===== config.mk =====
export PLATFORM = sky130hd
export DESIGN_NAME = mdio_slave
export DESIGN_NICKNAME = d
export VERILOG_FILES = /design/src/rtl/mdio_slave.sv
export SDC_FILE = /design/constraint.sdc
export NUM_CORES = 1
export LEC_CHECK = 0
export ABC_AREA = 1
export CORE_MARGIN = 1
export CORE_UTILIZATION = 61
export CTS_BUF_LIST = sky130_fd_sc_hd__clkbuf_8 sky130_fd_sc_hd__clkbuf_16
export CTS_CLUSTER_SIZE = 8
export DETAILED_ROUTE_END_ITERATION = 8
export MAX_ROUTING_LAYER = met4
export PLACE_DENSITY_LB_ADDON = 0.08
export SYNTH_ARGS = -nofsm -noshare
export SYNTH_HDL_FRONTEND = slang
export SYNTH_SLANG_ARGS = --single-unit

===== constraint.sdc =====
create_clock -name clk_core -period 3.8 [get_ports clk_core]
set_clock_uncertainty 0.1 [all_clocks]
set_input_delay 0.57 -clock clk_core [delete_from_list [all_inputs] [get_ports clk_core]]
set_output_delay 0.57 -clock clk_core [all_outputs]
set_load 0.05 [all_outputs]

===== src/rtl/mdio_slave.sv =====
// Purpose : MDIO responder (PHY/MMD side) that decodes Clause 22 and Clause 45 frames
//           and turns them into local register read/write strobes.
// Latency : strobes fire on the clk_core cycle after the MDC-rising tick that completes
//           the field, plus 2-3 clk_core of MDC/MDIO synchronisation.
// Backpr. : none. Local register logic must take o_wr_en in one cycle and return
//           i_rd_data on the cycle after o_rd_req. The MDC pace sets all frame timing.
// Ports   : clk_core/sReset_n     core clock (>= 8x MDC), synchronous active-low reset
//           i_mdc/i_mdio          asynchronous pad inputs, 2-flop synchronised here
//           o_mdio/o_mdio_oe      pad output value and enable (1 = drive)
//           o_cl45/o_devad        clause and REGAD/DEVAD of the current/last frame
//           o_reg_addr            CL22 {11'b0,REGAD}; CL45 stored address register
//           o_rd_req/i_rd_data    read strobe; data sampled on the following cycle
//           o_wr_en/o_wr_data     write strobe with data
//           o_frame_err           pulse on a write/address frame with TA != 10
module mdio_slave #(
  parameter logic [4:0] PHY_ADDR     = 5'h01,
  parameter int         PREAMBLE_LEN = 32,
  parameter bit         CL45_EN      = 1'b1
) (
  input  logic        clk_core,
  input  logic        sReset_n,
  input  logic        i_mdc,
  input  logic        i_mdio,
  output logic        o_mdio,
  output logic        o_mdio_oe,
  output logic        o_cl45,
  output logic [4:0]  o_devad,
  output logic [15:0] o_reg_addr,
  output logic        o_rd_req,
  input  logic [15:0] i_rd_data,
  output logic        o_wr_en,
  output logic [15:0] o_wr_data,
  output logic        o_frame_err
);

  localparam logic [5:0] PRE_MIN    = 6'(PREAMBLE_LEN);
  localparam logic [5:0] PRE_SAT    = 6'd63;
  localparam logic [1:0] OP_WRITE   = 2'b01;
  localparam logic [1:0] OP45_RDINC = 2'b10;

  typedef enum logic [3:0] {
    S_IDLE,
    S_ST2,
    S_OP,
    S_PHY,
    S_REG,
    S_SKIP,
    S_RD_TA,
    S_RD_DAT,
    S_WR_TA,
    S_WR_DAT
  } state_t;

  state_t      state;

  logic        mdc_s1;
  logic        mdc_s2;
  logic        mdc_prev;
  logic        mdio_s1;
  logic        mdio_s2;

  logic        tick;
  logic        bit_in;

  logic [5:0]  pre_cnt;
  logic [4:0]  cnt;
  logic        cl45_cur;
  logic [1:0]  op;
  logic [4:0]  phyad;
  logic [4:0]  regad;
  logic [15:0] shreg;
  logic [15:0] addr45;
  logic        ta_first;

  logic [1:0]  op_nxt;
  logic [4:0]  regad_nxt;
  logic [15:0] sh_in;
  logic        op_is_read;

  // MDC rising edge as seen after synchronisation; MDIO is sampled on this tick.
  assign tick      = mdc_s2 & ~mdc_prev;
  assign bit_in    = mdio_s2;
  assign op_nxt    = {op[0], bit_in};
  assign regad_nxt = {regad[3:0], bit_in};
  assign sh_in     = {shreg[14:0], bit_in};
  // CL22 read is 10, CL45 read/read-increment are 11/10; invalid CL22 ops never get
  // this far, so the op MSB alone identifies a read in both clauses.
  assign op_is_read = op[1];

  always_ff @(posedge clk_core) begin
    if (!sReset_n) begin
      mdc_s1   <= 1'b0;
      mdc_s2   <= 1'b0;
      mdc_prev <= 1'b0;
      mdio_s1  <= 1'b1;
      mdio_s2  <= 1'b1;
    end else begin
      mdc_s1   <= i_mdc;
      mdc_s2   <= mdc_s1;
      mdc_prev <= mdc_s2;
      mdio_s1  <= i_mdio;
      mdio_s2  <= mdio_s1;
    end
  end

  always_ff @(posedge clk_core) begin
    if (!sReset_n) begin
      state       <= S_IDLE;
      pre_cnt     <= '0;
      cnt         <= '0;
      cl45_cur    <= 1'b0;
      op          <= '0;
      phyad       <= '0;
      regad       <= '0;
      shreg       <= '0;
      addr45      <= '0;
      ta_first    <= 1'b0;
      o_mdio      <= 1'b1;
      o_mdio_oe   <= 1'b0;
      o_cl45      <= 1'b0;
      o_devad     <= '0;
      o_reg_addr  <= '0;
      o_rd_req    <= 1'b0;
      o_wr_en     <= 1'b0;
      o_wr_data   <= '0;
      o_frame_err <= 1'b0;
    end else begin
      o_rd_req    <= 1'b0;
      o_wr_en     <= 1'b0;
      o_frame_err <= 1'b0;

      // Read data arrives the cycle after the request. Ticks are at least one MDC
      // period apart, so this load never collides with a tick-driven shift.
      if (o_rd_req) begin
        shreg <= i_rd_data;
      end

      if (tick) begin
        case (state)
          S_IDLE: begin
            if (bit_in) begin
              if (pre_cnt != PRE_SAT) begin
                pre_cnt <= pre_cnt + 6'd1;
              end
            end else begin
              // A 0 is either the first ST bit after a full preamble or noise.
              pre_cnt <= '0;
              if (pre_cnt >= PRE_MIN) begin
                state <= S_ST2;
              end
            end
          end

          S_ST2: begin
            if (bit_in) begin
              cl45_cur <= 1'b0;
              cnt      <= 5'd1;
              state    <= S_OP;
            end else if (CL45_EN) begin
              cl45_cur <= 1'b1;
              cnt      <= 5'd1;
              state    <= S_OP;
            end else begin
              state <= S_IDLE;
            end
          end

          S_OP: begin
            op <= op_nxt;
            if (cnt == 5'd0) begin
              if (!cl45_cur && (op_nxt == 2'b00 || op_nxt == 2'b11)) begin
                state <= S_IDLE;
              end else begin
                cnt   <= 5'd4;
                state <= S_PHY;
              end
            end else begin
              cnt <= cnt - 5'd1;
            end
          end

          S_PHY: begin
            phyad <= {phyad[3:0], bit_in};
            if (cnt == 5'd0) begin
              cnt   <= 5'd4;
              state <= S_REG;
            end else begin
              cnt <= cnt - 5'd1;
            end
          end

          S_REG: begin
            regad <= regad_nxt;
            if (cnt == 5'd0) begin
              o_devad    <= regad_nxt;
              o_cl45     <= cl45_cur;
              o_reg_addr <= cl45_cur ? addr45 : {11'b0, regad_nxt};
              if (phyad != PHY_ADDR) begin
                // Let TA plus 16 data bits pass without touching the bus.
                cnt   <= 5'd17;
                state <= S_SKIP;
              end else if (op_is_read) begin
                o_rd_req <= 1'b1;
                state    <= S_RD_TA;
              end else begin
                cnt   <= 5'd1;
                state <= S_WR_TA;
              end
            end else begin
              cnt <= cnt - 5'd1;
            end
          end

          S_SKIP: begin
            if (cnt == 5'd0) begin
              state <= S_IDLE;
            end else begin
              cnt <= cnt - 5'd1;
            end
          end

          S_RD_TA: begin
            // Starting to drive after the TA1 edge leaves TA1 undriven and TA2 at 0.
            o_mdio_oe <= 1'b1;
            o_mdio    <= 1'b0;
            cnt       <= 5'd16;
            state     <= S_RD_DAT;
          end

          S_RD_DAT: begin
            if (cnt == 5'd0) begin
              // D0 has been on the bus for a full MDC period: release.
              o_mdio_oe <= 1'b0;
              o_mdio    <= 1'b1;
              state     <= S_IDLE;
              if (cl45_cur && op == OP45_RDINC) begin
                addr45     <= addr45 + 16'd1;
                o_reg_addr <= addr45 + 16'd1;
              end
            end else begin
              o_mdio <= shreg[15];
              shreg  <= {shreg[14:0], 1'b0};
              cnt    <= cnt - 5'd1;
            end
          end

          S_WR_TA: begin
            if (cnt != 5'd0) begin
              ta_first <= bit_in;
              cnt      <= 5'd0;
            end else if ({ta_first, bit_in} == 2'b10) begin
              cnt   <= 5'd15;
              state <= S_WR_DAT;
            end else begin
              o_frame_err <= 1'b1;
              cnt         <= 5'd15;
              state       <= S_SKIP;
            end
          end

          S_WR_DAT: begin
            shreg <= sh_in;
            if (cnt == 5'd0) begin
              if (op == OP_WRITE) begin
                o_wr_data <= sh_in;
                o_wr_en   <= 1'b1;
              end else begin
                // CL45 address frame: load the stored address, no write strobe.
                addr45     <= sh_in;
                o_reg_addr <= sh_in;
              end
              state <= S_IDLE;
            end else begin
              cnt <= cnt - 5'd1;
            end
          end

          default: begin
            state <= S_IDLE;
          end
        endcase
      end
    end
  end

endmodule

==> impl_metrics.tcl, run 1 <==
set metrics [dict create \
    crit_path_top_delay_cell "nor2_2" \
    cp_num_buf_inv 2 \
    htree_levels 3 \
    viasPerCell 5.728 \
    synth-seq-cells 108 \
    worst_pin_slew_ns 0.9858 \
    tritoncts "built" \
    crit_top_cell "inv_1" \
    postCtsSetupRepairBufs 0 \
    drive_gt1_frac 0.06365 \
    hold_viol 0 \
    design.die.area_um2 9849 \
    crit_type "reg -> reg" \
    p_leak_nw 2.690 \
    grt_setup_unrepaired "false" \
    seq_area_frac_synth 0.3748 \
    yosysWarnings 0 \
    drtIter0Drc 472 \
    drt_wl_total_um 15650 \
    grt_util_all_layers 0.3295 \
    syn_to_final_growth_pct 13.30 \
    nets 946 \
    fmax_ghz 0.3571 \
    intPower_mw 1.412 \
    syn-cell-area_um2 5768 \
    synth.avg_cell_area_um2 6.525 \
    switchingPower_uw 482.0 \
    ant_nets 0 \
    core_area_um2 9196 \
    pin_count 63 \
    cts.sinks 108 \
    peakVddDrop_uv 167.7 \
    final_core_util 0.7106 \
    crit_arrival_ns 3.03 \
    grt_pass1_wl_um 25500 \
    powerDensity_nw_per_um2 289.8 \
    dr.pass1.iters 5 \
    fin_crit_sh 0.7370 \
    die_w_um 99.24 \
    first_global_vias 5341 \
    wl_per_cell_um 15.08 \
    synth_fp_nets 908 \
    async_reset_ff_frac 0 \
    synth_area_leaders "dfxtp_1, nand2_1, o21ai_0" \
    run_status "complete, no violations" \
    worstSetupStartpointType "register" \
    synth_largest_area_cell "dfxtp_1" \
    max_cap_viol_count 0 \
    relSlewSlack 0.3421 \
    gp_congestion 0.9207 \
    synth_ff_type "dfxtp_1" \
    yosysMostFrequentCell "nand2_1" \
    cts_buffers 9 \
    synthCells 884 \
    initial_core_util 0.6272 \
    p_comb_frac 0.036 \
    sw_frac_of_total 0.2545 \
    vias 5946 \
    dp_hpwl_um 10930 \
    fp-row-count 35 \
    crit_fanout 32 \
    die_h_um 99.24 \
    required_ns 4.03 \
    setup_viol 0 \
    drc_errors 0 \
    clock-root-buffer "clkbuf_8" \
    io_buffers 62 \
    p_clk_frac 0.363 \
    antenna_found_initial 0 \
    pwr-share-seq 0.601 \
    clkTransAtPathRegs_ns 0.11 \
    clk_path_buf_depth 2 \
    yosysTopAreaCellShare 0.3748 \
    holdCritPathClass "reg -> reg" \
    fin_crit_ns 2.801 \
    ctsHoldBuffers 0 \
    synth_edf_count 0 \
    setup_tns_ns 0 \
    layout_setup_ws_ns 0.9995 \
    grt_start_max_net_pins 65 \
    clock_latency_ns 0.40 \
    synth_cell_types 37 \
    cts_resized 0 \
    drv_slew 0 \
    fillerInstances 806 \
    diodes 0 \
    max_stage_delay_ns 0.75 \
    pre_cts_ws_ns 1.023 \
    crit_family "simple AND/OR/NAND/NOR gates" \
    grt.overflow.total 0 \
    cp-end-kind "register" \
    crit_chain "inv_1 > ha_1 > nand3_2 > nor2_1 > inv_1 > nor2_2 > o21ai_0 > a21oi_1" \
    yosys-top-cells-count "nand2_1, dfxtp_1, nor2_1, o21ai_0, inv_1" \
]
layer usage:
metal	global-route usage	part of all wire
met1	0.4711	0.47
met2	0.4861	0.45
met3	0.03865	0.068
met4	0.1029	0.015
met5	-	0
state kept, by name, indices dropped and copies added, names as in the netlist, 2 cells and up:
name	flops
pre_cnt	6
cnt	5
o_reg_addr	16
o_wr_data	16
state	4
phyad	5
o_devad	5
regad	4
shreg	16
addr45	16
op	2
per-stage QoR:
| step | hold WS (ns) | power, mW | instance area (um^2) | instances |
|---|---|---|---|---|
| 4_1_cts | 0.3397 | 1.890 | 6535 | 1038 |
| 3_5_place_dp | 0.3071 | 1.231 | 6351 | 1022 |
| 6_report | 0.3384 | 1.894 | 6535 | 1038 |
| 2_1_floorplan | 0.2905 | 1.199 | 5768 | 884 |
| 5_1_grt | 0.3690 | 1.947 | 6535 | 1038 |
| 3_3_place_gp | 0.3020 | 1.229 | 6351 | 1022 |
area by class of cell:
cell class	count	area [um^2]	share of cell area
multi-input combinational	638	3027	0.4631
clock buffer	9	123.9	0.01895
clock inverter	7	60.06	0.009190
tap	111	138.9	0.02125
inverter	98	370.4	0.05667
timing repair buffer	67	653.1	0.09994
sequential	108	2162	0.3308
final timing paths:
check	start	slack (ns)	cells after the start	endpoint
worst min-delay path	mdc_s1	0.34	2	mdc_s2
worst min register to register	mdc_s1	0.34	2	mdc_s2
worst max register to register	cnt[0]	1.0	8	o_wr_data[9]
worst max-delay path	cnt[0]	1.0	8	o_wr_data[9]
placed cells by master, fill, tap and decap left out, types with 2 or more instances in the layout:
| master | netlist | layout |
|---|---|---|
| inv_8 | 0 | 2 |
| nand2_1 | 228 | 228 |
| clkbuf_8 | 0 | 9 |
| nor3_1 | 14 | 14 |
| nand3_1 | 54 | 54 |
| o21ai_0 | 90 | 90 |
| nor2_2 | 7 | 7 |
| a21oi_1 | 88 | 88 |
| nor2_1 | 90 | 90 |
| clkinv_4 | 0 | 2 |
| inv_2 | 7 | 7 |
| inv_1 | 89 | 90 |
| o211ai_1 | 15 | 15 |
| dfxtp_1 | 108 | 108 |
| nand2_2 | 6 | 6 |
| o21ai_2 | 2 | 2 |
| ha_1 | 4 | 4 |
| a211oi_1 | 4 | 4 |
| nand2_4 | 4 | 4 |
| xnor2_1 | 2 | 2 |
| nor2_4 | 3 | 3 |
| a21oi_2 | 2 | 2 |
| xor2_1 | 5 | 5 |
| or2_2 | 3 | 3 |
| nand4_1 | 7 | 7 |
| clkdlybuf4s50_1 | 0 | 61 |
| buf_4 | 4 | 5 |
| o21ai_1 | 2 | 2 |
| nor4_1 | 2 | 2 |
kinds of logic (layout without fill, tap and decap cells):
logic type | Yosys count | in the layout | share of synthesized area
DFF | 108 | 108 | 0.3748
adders and majority gates | 4 | 4 | 0.008677
AOI/OAI and AO/OA | 207 | 207 | 0.1933
buffers and inverters | 138 | 181 | 0.1004
xor gates and xnor gates | 7 | 7 | 0.01063
and+or+nand+nor | 420 | 420 | 0.3121
worst reg2reg max path, cell delays in order, from the launching register on:
cell and delay (ns):
dfxtp_1 0.34, inv_1 0.09, ha_1 0.23, nand3_2 0.47
nor2_1 0.30, inv_1 0.11, nor2_2 0.75, o21ai_0 0.17
a21oi_1 0.17
power groups by stage:
stage | combinational, mW | sequential (mW) | clock [mW]
2_1_floorplan | 0.0367 | 1.16 | 0
3_3_place_gp | 0.0656 | 1.16 | 0
3_5_place_dp | 0.0669 | 1.16 | 0
4_1_cts | 0.0671 | 1.14 | 0.685
5_1_grt | 0.0733 | 1.14 | 0.735
6_report | 0.0678 | 1.14 | 0.688
Power figures use the tool's default switching activity.
==> run 2: changes to the inputs <==
--- a/config.mk
+++ b/config.mk
@@ -7,7 +7,7 @@
 export LEC_CHECK = 0
 export ABC_AREA = 1
 export CORE_MARGIN = 1
-export CORE_UTILIZATION = 61
+export CORE_UTILIZATION = 51
 export CTS_BUF_LIST = sky130_fd_sc_hd__clkbuf_8 sky130_fd_sc_hd__clkbuf_16
 export CTS_CLUSTER_SIZE = 8
 export DETAILED_ROUTE_END_ITERATION = 8
==> constraint.sdc (replaced) <==
create_clock -name clk_core -period 2.32 [get_ports clk_core]
set_clock_uncertainty 0.1 [all_clocks]
set_input_delay 0.348 -clock clk_core [delete_from_list [all_inputs] [get_ports clk_core]]
set_output_delay 0.348 -clock clk_core [all_outputs]
set_load 0.05 [all_outputs]
==> run 2 against run 1 <==
Effect of this change: maximum frequency is 33% higher; die area is 19% higher; routed wire length is 2.8% higher; cell count is 4.2% higher; sequential power is 63% higher; sequential share of layout area is 1.5 points lower; first-iteration DRC count is 0.21% higher; critical path type unchanged; critical endpoint is now addr45[2]; largest cell class unchanged.
==> impl_metrics.tcl, run 2 (synthesized netlist as in run 1, its figures left out) <==
set metrics [dict create \
    run_status "complete, no violations" \
    crit_type "reg -> reg" \
    cts.sinks 108 \
    ctsHoldBuffers 0 \
    grt.overflow.total 0 \
    power.total_mw 3.640 \
    crit_arrival_ns 2.24 \
    use_met3 0.05787 \
    htree_levels 3 \
    sw_frac_of_total 0.2171 \
    powerDensity_nw_per_um2 531.5 \
    clock_latency_ns 0.35 \
    worst_pin_slew_ns 0.6682 \
    hp-start "sReset_n" \
    clk_path_buf_depth 2 \
    drt_wl_total_um 16100 \
    gp_congestion 0.9553 \
    dp_hpwl_um 11540 \
    r2r-end "addr45[2]" \
    clock-root-buffer "clkbuf_16" \
    cts_buffers 9 \
    vias 5873 \
    wl_per_cell_um 14.88 \
    drv_slew 0 \
    fin_crit_ns 2.107 \
    first_global_vias 5294 \
    diodes 0 \
    r2r-start "state[0]" \
    drive_gt1_frac 0.07962 \
    final_common_cell "nand2_1" \
    postCtsSetupRepairBufs 0 \
    holdCritPathClass "in -> reg" \
    r2r_slack_ns 0.21 \
    reg2reg_depth 9 \
    cp-end-kind "register" \
    fin_crit_sh 0.9082 \
    ant_nets 0 \
    clkTransAtPathRegs_ns 0.07 \
    io_buffers 62 \
    busiest_layer "met1" \
    die_h_um 108.3 \
    crit_chain "inv_2 > nor2_4 > nand2_4 > nand2_4 > buf_4 > o21ai_4 > nand2_4 > o21ai_0 > a21oi_1" \
    required_ns 2.46 \
    viasPerCell 5.428 \
    fmax_ghz 0.4746 \
    crit_top_cell "nand2_4" \
    pin_count 63 \
    max_cap_viol_count 0 \
    nets 962 \
    met2_usage 0.4217 \
    core_area_um2 10940 \
    antenna_found_initial 0 \
    p_clk_frac 0.455 \
    setup_viol 0 \
    fillerInstances 1024 \
    drc_errors 0 \
    crit_path_top_delay_cell "dfxtp_1" \
    grt_pass1_wl_um 26250 \
    cts_resized 0 \
    tritoncts "built" \
    design.die.area_um2 11740 \
    met1_usage 0.4315 \
    p_comb_frac 0.033 \
    setup_tns_ns 0 \
    grt_start_max_net_pins 44 \
    min_to "cnt[0]" \
    relSlewSlack 0.5529 \
    worstSetupStartpointType "register" \
    grt_setup_unrepaired "false" \
    fp-row-count 38 \
    crit_fanout 24 \
    syn_to_final_growth_pct 18.74 \
    hold-path-cell-count 3 \
    peakVddDrop_uv 573.6 \
    drtIter0Drc 473 \
    switchingPower_uw 790.5 \
    hold_viol 0 \
    intPower_mw 2.850 \
    p_leak_nw 2.841 \
    dr.pass1.iters 7 \
    die_w_um 108.3 \
    grt_util_all_layers 0.2949 \
    initial_core_util 0.5275 \
    pwr-share-seq 0.511 \
    layout_common_cells "nand2_1, dfxtp_1, inv_1, nor2_1, o21ai_0" \
    max_stage_delay_ns 0.43 \
]
run 2: changes by cell type in the layout (fill, tap and decap cells not counted), sizes merged:
| cell | change |
|---|---|
| inv | -1 |
| clkinvlp | -1 |
| clkdlybuf4s50 | -1 |
| bufinv | +2 |
| buf | +17 |
| clkinv | -1 |
run 2: area by class of cell:
class / instances / area [um^2] / area share
well taps: 140 / 175.2 / 0.02558
inverters: 98 / 370.4 / 0.05407
repair buffers: 83 / 795.8 / 0.1162
clock inverters: 6 / 86.33 / 0.01261
clock buffers: 9 / 225.2 / 0.03288
multi-input cells: 638 / 3034 / 0.4430
flip-flops and latches: 108 / 2162 / 0.3157
run 2: power by group through the flow:
stage                     combinational, mW  sequential [mW]  clock, mW
after floorplan                      0.0601             1.90          0
after global placement                0.118             1.90          0
after detailed placement              0.120             1.90          0
final                                 0.121             1.86       1.66
after CTS                             0.121             1.86       1.68
after global routing                  0.131             1.86       1.76
run 2: worst max-delay path by stage:
stage                  start             to  slack [ns]
floorplan             cnt[0]      addr45[0]        0.58
finish              state[0]      addr45[2]        0.21
detailed placement  state[0]      addr45[2]        0.16
global placement    state[0]      addr45[3]        0.23
global route        state[0]  o_reg_addr[1]        0.06
CTS                 state[0]      addr45[2]        0.16
run 2: through the flow:
step | utilization | instances | worst slack, ns | cell area, um^2 | hold WS, ns
2_1_floorplan | - | 884 | 0.5794 | 5768 | 0.2905
3_5_place_dp | 0.5971 | 1067 | 0.1615 | 6530 | 0.3092
6_report | 0.6263 | 1082 | 0.2131 | 6849 | 0.1840
5_1_grt | 0.6263 | 1082 | 0.06032 | 6849 | 0.2024
4_1_cts | 0.6256 | 1082 | 0.1594 | 6842 | 0.1827
3_3_place_gp | 0.5971 | 1067 | 0.2251 | 6530 | 0.2947
run 2: worst max-delay path, delay by kind of cell, from the launching register on:
| family | cells | cell delay, ns |
|---|---|---|
| AO/OA/AOI/OAI | 3 | 0.57 |
| buffers and inverters | 2 | 0.32 |
| flip-flops | 1 | 0.43 |
| AND/OR/NAND/NOR | 4 | 0.57 |
run 2: routing by layer:
metal	vias up	routed length, um
li1	2982	-
met1	2653	8005
met2	232	6854
met3	6	1166
met4	0	72
met5	-	0
==> run 3: changes to the inputs <==
--- a/config.mk
+++ b/config.mk
@@ -13,6 +13,7 @@
 export DETAILED_ROUTE_END_ITERATION = 8
 export MAX_ROUTING_LAYER = met4
 export PLACE_DENSITY_LB_ADDON = 0.08
+export SETUP_SLACK_MARGIN = 0.5
 export SYNTH_ARGS = -nofsm -noshare
 export SYNTH_HDL_FRONTEND = slang
 export SYNTH_SLANG_ARGS = --single-unit
==> run 3 against run 2 <==
Effect of this change: clock-buffer cell count unchanged; routed wire length rose by 12%; largest power group unchanged; core utilization rose by 5.5 points; critical endpoint is now addr45[14]; worst hold slack worse by 0.0088 ns; cell count grew 3.4%; final area grew 8.8%; critical path depth rose by 1; non-clock buffer count is 31 higher; sequential share of layout area down 2.3 points; worst setup slack better by 0.25 ns.
==> impl_metrics.tcl, run 3 (synthesized netlist as in run 1, its figures left out) <==
set metrics [dict create \
    whs_ns 0.1751 \
    grt_setup_unrepaired "true" \
    relSlewSlack 0.6116 \
    clk_path_buf_depth 2 \
    max_cap_viol_count 0 \
    gp_congestion 0.9553 \
    fp-row-count 38 \
    io_buffers 62 \
    endpoint "addr45[14]" \
    drive_gt1_frac 0.1675 \
    startpoint "state[0]" \
    cts.sinks 108 \
    final_common_cell "nand2_1" \
    syn_to_final_growth_pct 29.15 \
    reg2reg_depth 10 \
    crit_type "reg -> reg" \
    clock_latency_ns 0.36 \
    dp_hpwl_um 11540 \
    die_w_um 108.3 \
    tritoncts "built" \
    core_area_um2 10940 \
    pin_count 63 \
    wl_per_cell_um 16.14 \
    r2r-end "addr45[14]" \
    fmax_ghz 0.5372 \
    grt.overflow.total 0 \
    drv_slew 0 \
    p_leak_nw 3.271 \
    design.die.area_um2 11740 \
    grt_start_max_net_pins 44 \
    dp.cells 1067 \
    r2r_slack_ns 0.46 \
    setup_viol 0 \
    viasPerCell 5.620 \
    grt_pass1_wl_um 27270 \
    diodes 0 \
    fillerInstances 934 \
    peakVddDrop_uv 606.0 \
    clkTransAtPathRegs_ns 0.07 \
    antenna_found_initial 0 \
    setup_tns_ns 0 \
    final_cell_count_no_fill 1119 \
    holdCritPathClass "in -> reg" \
    fin_crit_ns 1.861 \
    worst_pin_slew_ns 0.5820 \
    drc_errors 0 \
    initial_core_util 0.5275 \
    ant_nets 0 \
    vias 6289 \
    hold_viol 0 \
    required_ns 2.47 \
    nets 999 \
    die_h_um 108.3 \
    htree_levels 3 \
    layout_common_cells "nand2_1, dfxtp_1, inv_1" \
    clock-root-buffer "clkbuf_16" \
    drt_wl_total_um 18060 \
    crit_fanout 8 \
    cts_buffers 9 \
    fin_crit_sh 0.8023 \
    ctsHoldBuffers 0 \
    grt_util_all_layers 0.3074 \
    first_global_vias 5487 \
    cp-end-kind "register" \
    powerDensity_nw_per_um2 493.0 \
    drtIter0Drc 669 \
    worstSetupStartpointType "register" \
    r2r-start "state[0]" \
    run_status "complete, no violations" \
    crit_arrival_ns 2.01 \
    dr.pass1.iters 6 \
]
==> run 3: cell count changes in the layout (fill, tap and decap cells not counted), moves of 12 or more <==
cell             before  now
buf_4                20   40
clkdlybuf4s50_1      60   18
o21ai_0              90   78
nor2_1               90   77
dlygate4sd2_1         0   42
==> run 3: cell type report <==
| type | instances | area, um^2 | share of cell area |
|---|---|---|---|
| Tap cell | 140 | 175.2 | 0.02351 |
| Timing Repair inverter | 2 | 20.02 | 0.002687 |
| Inverter | 98 | 391.6 | 0.05257 |
| Clock inverter | 6 | 86.33 | 0.01159 |
| Clock buffer | 9 | 225.2 | 0.03023 |
| Timing Repair Buffer | 114 | 1052 | 0.1412 |
| Sequential cell | 108 | 2183 | 0.2931 |
| Multi-Input combinational cell | 642 | 3316 | 0.4451 |
==> run 3: critical path, cell delays in order, from the launching register on <==
cell	delay (ns)
dfxtp_4	0.37
buf_6	0.12
nand4_4	0.19
nand2_8	0.09
buf_6	0.14
o21ai_4	0.16
buf_12	0.16
buf_12	0.12
nand3_1	0.08
a21oi_2	0.17
nor2_1	0.05
==> run 3: worst min-delay path by stage <==
stage                        end  depth (start not counted)      from
after global placement    mdc_s2                          2    mdc_s1
after global routing      cnt[0]                          3  sReset_n
after detailed placement  mdc_s2                          2    mdc_s1
final                     cnt[0]                          3  sReset_n
after floorplan           mdc_s2                          2    mdc_s1
after CTS                 cnt[0]                          3  sReset_n
==> run 3: metal layers <==
metal | wire [um] | up-vias | global-route usage
met2 | 7940 | 330 | 0.4581
li1 | - | 3063 | -
met1 | 8275 | 2866 | 0.4352
met5 | 0 | - | -
met3 | 1605 | 30 | 0.06088
met4 | 240 | 0 | 0.05116
==> run 3: where the power goes <==
group / internal [mW] / total, mW / switching (mW)
registers: 1.85 / 1.86 / 0.00401
logic: 0.0643 / 0.151 / 0.0869
clock network: 0.943 / 1.66 / 0.721
==> run 3: per-stage QoR <==
| step | power (mW) | worst slack (ns) | instance area [um^2] | utilization |
|---|---|---|---|---|
| 6_report | 3.673 | 0.4586 | 7450 | 0.6812 |
| 4_1_cts | 3.679 | 0.4808 | 7009 | 0.6410 |
| 2_1_floorplan | 1.964 | 0.5794 | 5768 | - |
| 3_3_place_gp | 2.023 | 0.2251 | 6530 | 0.5971 |
| 5_1_grt | 3.770 | 0.3883 | 7450 | 0.6812 |
| 3_5_place_dp | 2.025 | 0.1615 | 6530 | 0.5971 |
==> run 3: timing repair <==
item,in CTS,in global routing
pin swaps,10,9
setup endpoints to repair,125,75
cloned,3,3
gates resized for setup,69,74
endpoints found under the hold margin,0,0
setup buffers,11,20
==> edit 1: new RTL, config.mk and constraints of run 3 <==
Put one more register stage on the output `o_wr_data`. The value now appears one clock later. The other outputs are not delayed to match.
--- a/src/rtl/mdio_slave.sv
+++ b/src/rtl/mdio_slave.sv
@@ -53,2 +53,4 @@
 
+  logic [15:0] o_wr_data_s0;
+
   state_t      state;
@@ -124,3 +126,3 @@
       o_wr_en     <= 1'b0;
-      o_wr_data   <= '0;
+      o_wr_data_s0 <= '0;
       o_frame_err <= 1'b0;
@@ -264,3 +266,3 @@
               if (op == OP_WRITE) begin
-                o_wr_data <= sh_in;
+                o_wr_data_s0 <= sh_in;
                 o_wr_en   <= 1'b1;
@@ -285,2 +287,6 @@
 
+  always_ff @(posedge clk_core) begin
+    o_wr_data <= o_wr_data_s0;
+  end
+
 endmodule
Function: no difference found for any inputs over 10 cycles, from zero or initial values and one cycle with sReset_n low; that may be too few to reach the edited logic, so the function may still have changed.
==> edit 1 against run 3 <==
  * Sequential share of layout area grew 2.1 points
  * Utilization is 1.5 points higher
  * Final cell count is 0.63% lower
  * Routed wire length is 1.0% lower
  * Worst setup slack gained 0.066 ns
  * Synthesized area is 4.6% higher
  * Total power up 36%
  * Sequential cell count rose by 16
  * Cell area rose by 7.2%
  * Largest power group is now the clock network
==> edit 1: results (changes against run 3) <==
| Metric | Value |
|---|---|
| Status | `complete, no violations` |
| First-pass GRT wire length | `27.6 mm (+1.1%)` |
| M1 WL | `7.29 mm (-12%)` |
| 1st-pass router iterations | `7 (+1)` |
| DR iter-0 viols | `498 (-26%)` |
| Reg clk slew, reported paths | `0.05 ns (-0.02 ns)` |
| Peak VDD IR | `0.641 mV (+5.8%)` |
| Grt met3 use | `6.51% (+0.42 points)` |
| Seq/Total Area, Yosys | `41.1% (+3.7 points)` |
| Via count | `6,144 (-2.3%)` |
| Combinational Power Share | `2.6% (-1.5 points)` |
| Synth area leaders | `dfxtp_1 41%, nand2_1 13%, o21ai_0 9.0%` |
| Detailed placer's ending HPWL | `11.5 mm (-0.57%)` |
| Pleak | `0.00329 µW (+0.59%)` |
| Mux contribution to synthesized area | `0% (unchanged)` |
| Metal3 WL | `936 µm (-42%)` |
| Pin count of the biggest net entering global routing | `68 (+55%)` |
| CP arrival | `2.01 ns (about the same)` |
| Headroom to the max-slew limit | `60.8% (-0.35 points)` |
| Crit path largest cell delay | `0.40 ns (+0.03 ns)` |
| Grt met2 use | `48.7% (+2.8 points)` |
| Synth Area in Compound Gates | `19.0% (-0.33 points)` |
| Synth unique cells | `41 (+11%)` |
| Crit path max-delay family | `simple AND/OR/NAND/NOR gates` |
| Root Buffer Master | `clkbuf_16` |
| Post-synth top cells | `203 x nand2_1, 124 x dfxtp_1, 109 x o21ai_0` |
| Synth Flop Type | `dfxtp_1` |
| Final Non-Filler Cells | `1,112 (-0.63%)` |
| Worst skew pair latency | `0.43 ns (+0.07 ns)` |
| Post-synthesis xor/xnor area fraction | `2.03% (+0.97 points)` |
| H-tree depth reported by CTS | `4 (+1)` |
| Sequential power | `2130 µW (+15%)` |
| HP Class | `reg2reg` |
| GP Congestion | `0.921 (-3.6%)` |
| Share of cells above drive strength 1 | `19.0% (+2.2 points)` |
| GRT Util Overall | `29.1% (-1.7 points)` |
| Vias in the first global route | `5,796 (+5.6%)` |
| Pint | `3900 µW (+36%)` |
| CTS buffer count | `17 (+8)` |
| Routed wire length | `17.9 mm (-1.0%)` |
| Nets@finish | `980 (-1.9%)` |
| Synth Area in Adders | `0.830% (-0.038 points)` |
| Placed inst area | `0.00682 mm² (+4.4%)` |
| Place WS | `0.248 ns (+0.0869 ns)` |
| Mapped Nets | `889 (-2.1%)` |
edit 1: cell types whose count changed after synthesis, moves of 13 or more:
cell | run 3 | this run
nand2_1 | 228 | 203
nand3_1 | 54 | 29
inv_1 | 89 | 68
o21ai_0 | 90 | 109
dfxtp_1 | 108 | 124
o211ai_1 | 15 | 1
o21ai_1 | 2 | 15
edit 1: repair_timing:
action | CTS | global route
buffers inserted | 10 | 14
setup endpoints to repair | 118 | 83
pin swaps | 5 | 22
gates resized for setup | 68 | 79
cloned | 1 | 3
edit 1: path summary, 6_finish.rpt:
path,startpoint,to,slack (ns),cells past startpoint
max,state[2],addr45[7],0.52,11
min reg2reg,o_wr_data_s0[1],o_wr_data[1],0.25,0
min,o_wr_data_s0[1],o_wr_data[1],0.25,0
max reg2reg,state[2],addr45[7],0.52,11
edit 1: final cells by class:
type	instances	area [µm²]
clock inverter	14	168
timing repair buffer	107	1010
sequential	124	2500
inverter	79	318
multi-input combinational	627	3370
clock buffer	18	439
tap	143	179
fill	996	3480
==> edit 2: new RTL, settings of run 3 <==
Without the edit above. Change the parameter `CL45_EN` from 1'b1 to 1'b0.
--- a/src/rtl/mdio_slave.sv
+++ b/src/rtl/mdio_slave.sv
@@ -17,3 +17,3 @@
   parameter int         PREAMBLE_LEN = 32,
-  parameter bit         CL45_EN      = 1'b1
+  parameter bit         CL45_EN      = 1'b0
 ) (
Function: same outputs for any inputs over 10 cycles, from zero or initial values and one cycle with sReset_n low; that may be too few to reach the edited logic, so the function may still have changed.
==> edit 2 against run 3 <==
  * Non-clock buffer count shrank 29
  * Routed wire length shrank 42%
  * Critical path depth is the same
  * Sequential cell count shrank 18
  * Cell area shrank 31%
  * Worst hold slack gained 0.15 ns
  * Global-route usage shrank 4.9 points
  * Worst setup slack gained 0.11 ns
  * Total power shrank 28%
  * Sequential power shrank 17%
  * Synthesized cell count shrank 36%
  * Synthesized area shrank 31%
  * First-iteration DRC count shrank 60%
  * Highest routed layer unchanged
==> edit 2: results (changes against run 3) <==
| Metric | Value |
|---|---|
| Status | `complete, no violations` |
| Root Buffer Master | `clkbuf_8` |
| GP Congestion | `1.04 (+9.3%)` |
| Worst skew pair latency | `0.36 ns (about the same)` |
| HP Class | `reg2reg` |
| Post-DR vias/cell | `5.33 (-5.2%)` |
| Peak VDD IR | `0.363 mV (-40%)` |
| Post-synth ARST share | `0% (unchanged)` |
| Final setup viols | `0 (unchanged)` |
| Crit-path slowest cell | `dfxtp_2` |
| Crit path largest cell delay | `0.36 ns` |
| Pin count of the biggest net entering global routing | `32 (-27%)` |
| Mean area per synthesized cell | `7.08 µm² (+8.5%)` |
| Wire per inst | `14.2 µm (-12%)` |
| Grt met3 use | `4.21% (-1.9 points)` |
| Vias in the first global route | `3,663 (-33%)` |
| Placed cell count | `714 (-33%)` |
| Share of cells above drive strength 1 | `14.6% (-2.1 points)` |
| CP arrival | `1.94 ns (-0.07 ns)` |
| Synth area leaders | `dfxtp_1 45%, nand2_1 13%, a21oi_1 8.6%` |
| GRT Util Overall | `25.8% (-4.9 points)` |
| Reg clk slew, reported paths | `0.09 ns (+0.02 ns)` |
| M1 GR Usage | `32.1% (-11 points)` |
| Place WS | `0.368 ns (+0.207 ns)` |
| Synthesis Warnings | `0 (unchanged)` |
| Grt met2 use | `41.4% (-4.4 points)` |
| Mapped Nets | `585 (-36%)` |
| Worst slew pin tran | `0.530 ns (-0.0522 ns)` |
| Synth unique cells | `32 (-14%)` |
| Via count | `3,947 (-37%)` |
| Seq/Total Area, Yosys | `45.3% (+7.8 points)` |
| Detailed placer's ending HPWL | `7.08 mm (-39%)` |
| Post-synth top cells | `140 x nand2_1, 90 x dfxtp_1, 68 x a21oi_1` |
| Placed inst area | `0.00472 mm² (-28%)` |
| DR iter-0 viols | `269 (-60%)` |
| Pleak | `0.00217 µW (-34%)` |
| First-pass GRT wire length | `16.7 mm (-39%)` |
| 1st-pass router iterations | `5 (-1)` |
| Antenna Cells | `0 (unchanged)` |
| CTS max path bufs | `2 (unchanged)` |
| Number of buffers added on ports | `61 (-1.6%)` |
| CP max FO | `6 (-2)` |
| Nets@finish | `660 (-34%)` |
| Crit path max-delay family | `simple AND/OR/NAND/NOR gates` |
edit 2: cell count changes in the layout (fill, tap and decap cells not counted), moves of 15 or more:
cell     change
inv_1       -28
o21ai_0     -23
nor2_1      -36
nand3_1     -29
dfxtp_1     -15
nand2_1     -89
a21oi_1     -15
buf_4       -23
edit 2: kinds of logic (layout without fill, tap and decap cells):
group | count (synthesis) | after routing | synth area share [%]
AO/OA/AOI/OAI | 140 | 141 | 18.6
XOR/XNOR | 3 | 3 | 0.660
adder cells (fa/ha/maj) | 3 | 3 | 0.943
buffers and inverters | 84 | 163 | 8.58
flip-flops | 90 | 90 | 45.3
multiplexers | 2 | 2 | 0.534
other | 1 | 1 | 0.0942
AND/OR/NAND/NOR | 239 | 239 | 25.3
edit 2: what timing repair did:
action	4_1_cts	5_1_grt
setup buffers	1	6
endpoints found under the setup margin	94	66
cloned	1	3
pin swaps	1	5
gates resized for setup	53	45
edit 2: final cells by class:
cell class / instances / area (µm²)
clock buffers: 10 / 138
clock inverters: 6 / 41.3
fillers: 637 / 2290
inverters: 62 / 244
multi-input cells: 389 / 1970
flip-flops and latches: 90 / 1810
well taps: 99 / 124
repair buffers: 85 / 792
edit 2: path summary, 6_finish.rpt:
kind,startpoint,to,slack [ns],cells past startpoint
max,state[3],shreg[3],0.56,10
min,mdc_s1,mdc_s2,0.32,2
max reg2reg,state[3],shreg[3],0.56,10
min reg2reg,mdc_s1,mdc_s2,0.32,2
edit 2: per-layer routing:
metal	share of wire (%)	wire length, µm	vias up
li1	-	-	1970
met1	45	4680	1778
met2	46	4810	161
met3	6.2	650	38
met4	3.5	363	0
met5	0	0	-
edit 2: power breakdown:
part	switching [µW]	total [µW]	internal, µW
sequential	3.93	1550	1550
clock	575	994	419
combinational	58.3	106	47.3
total	638	2650	2010
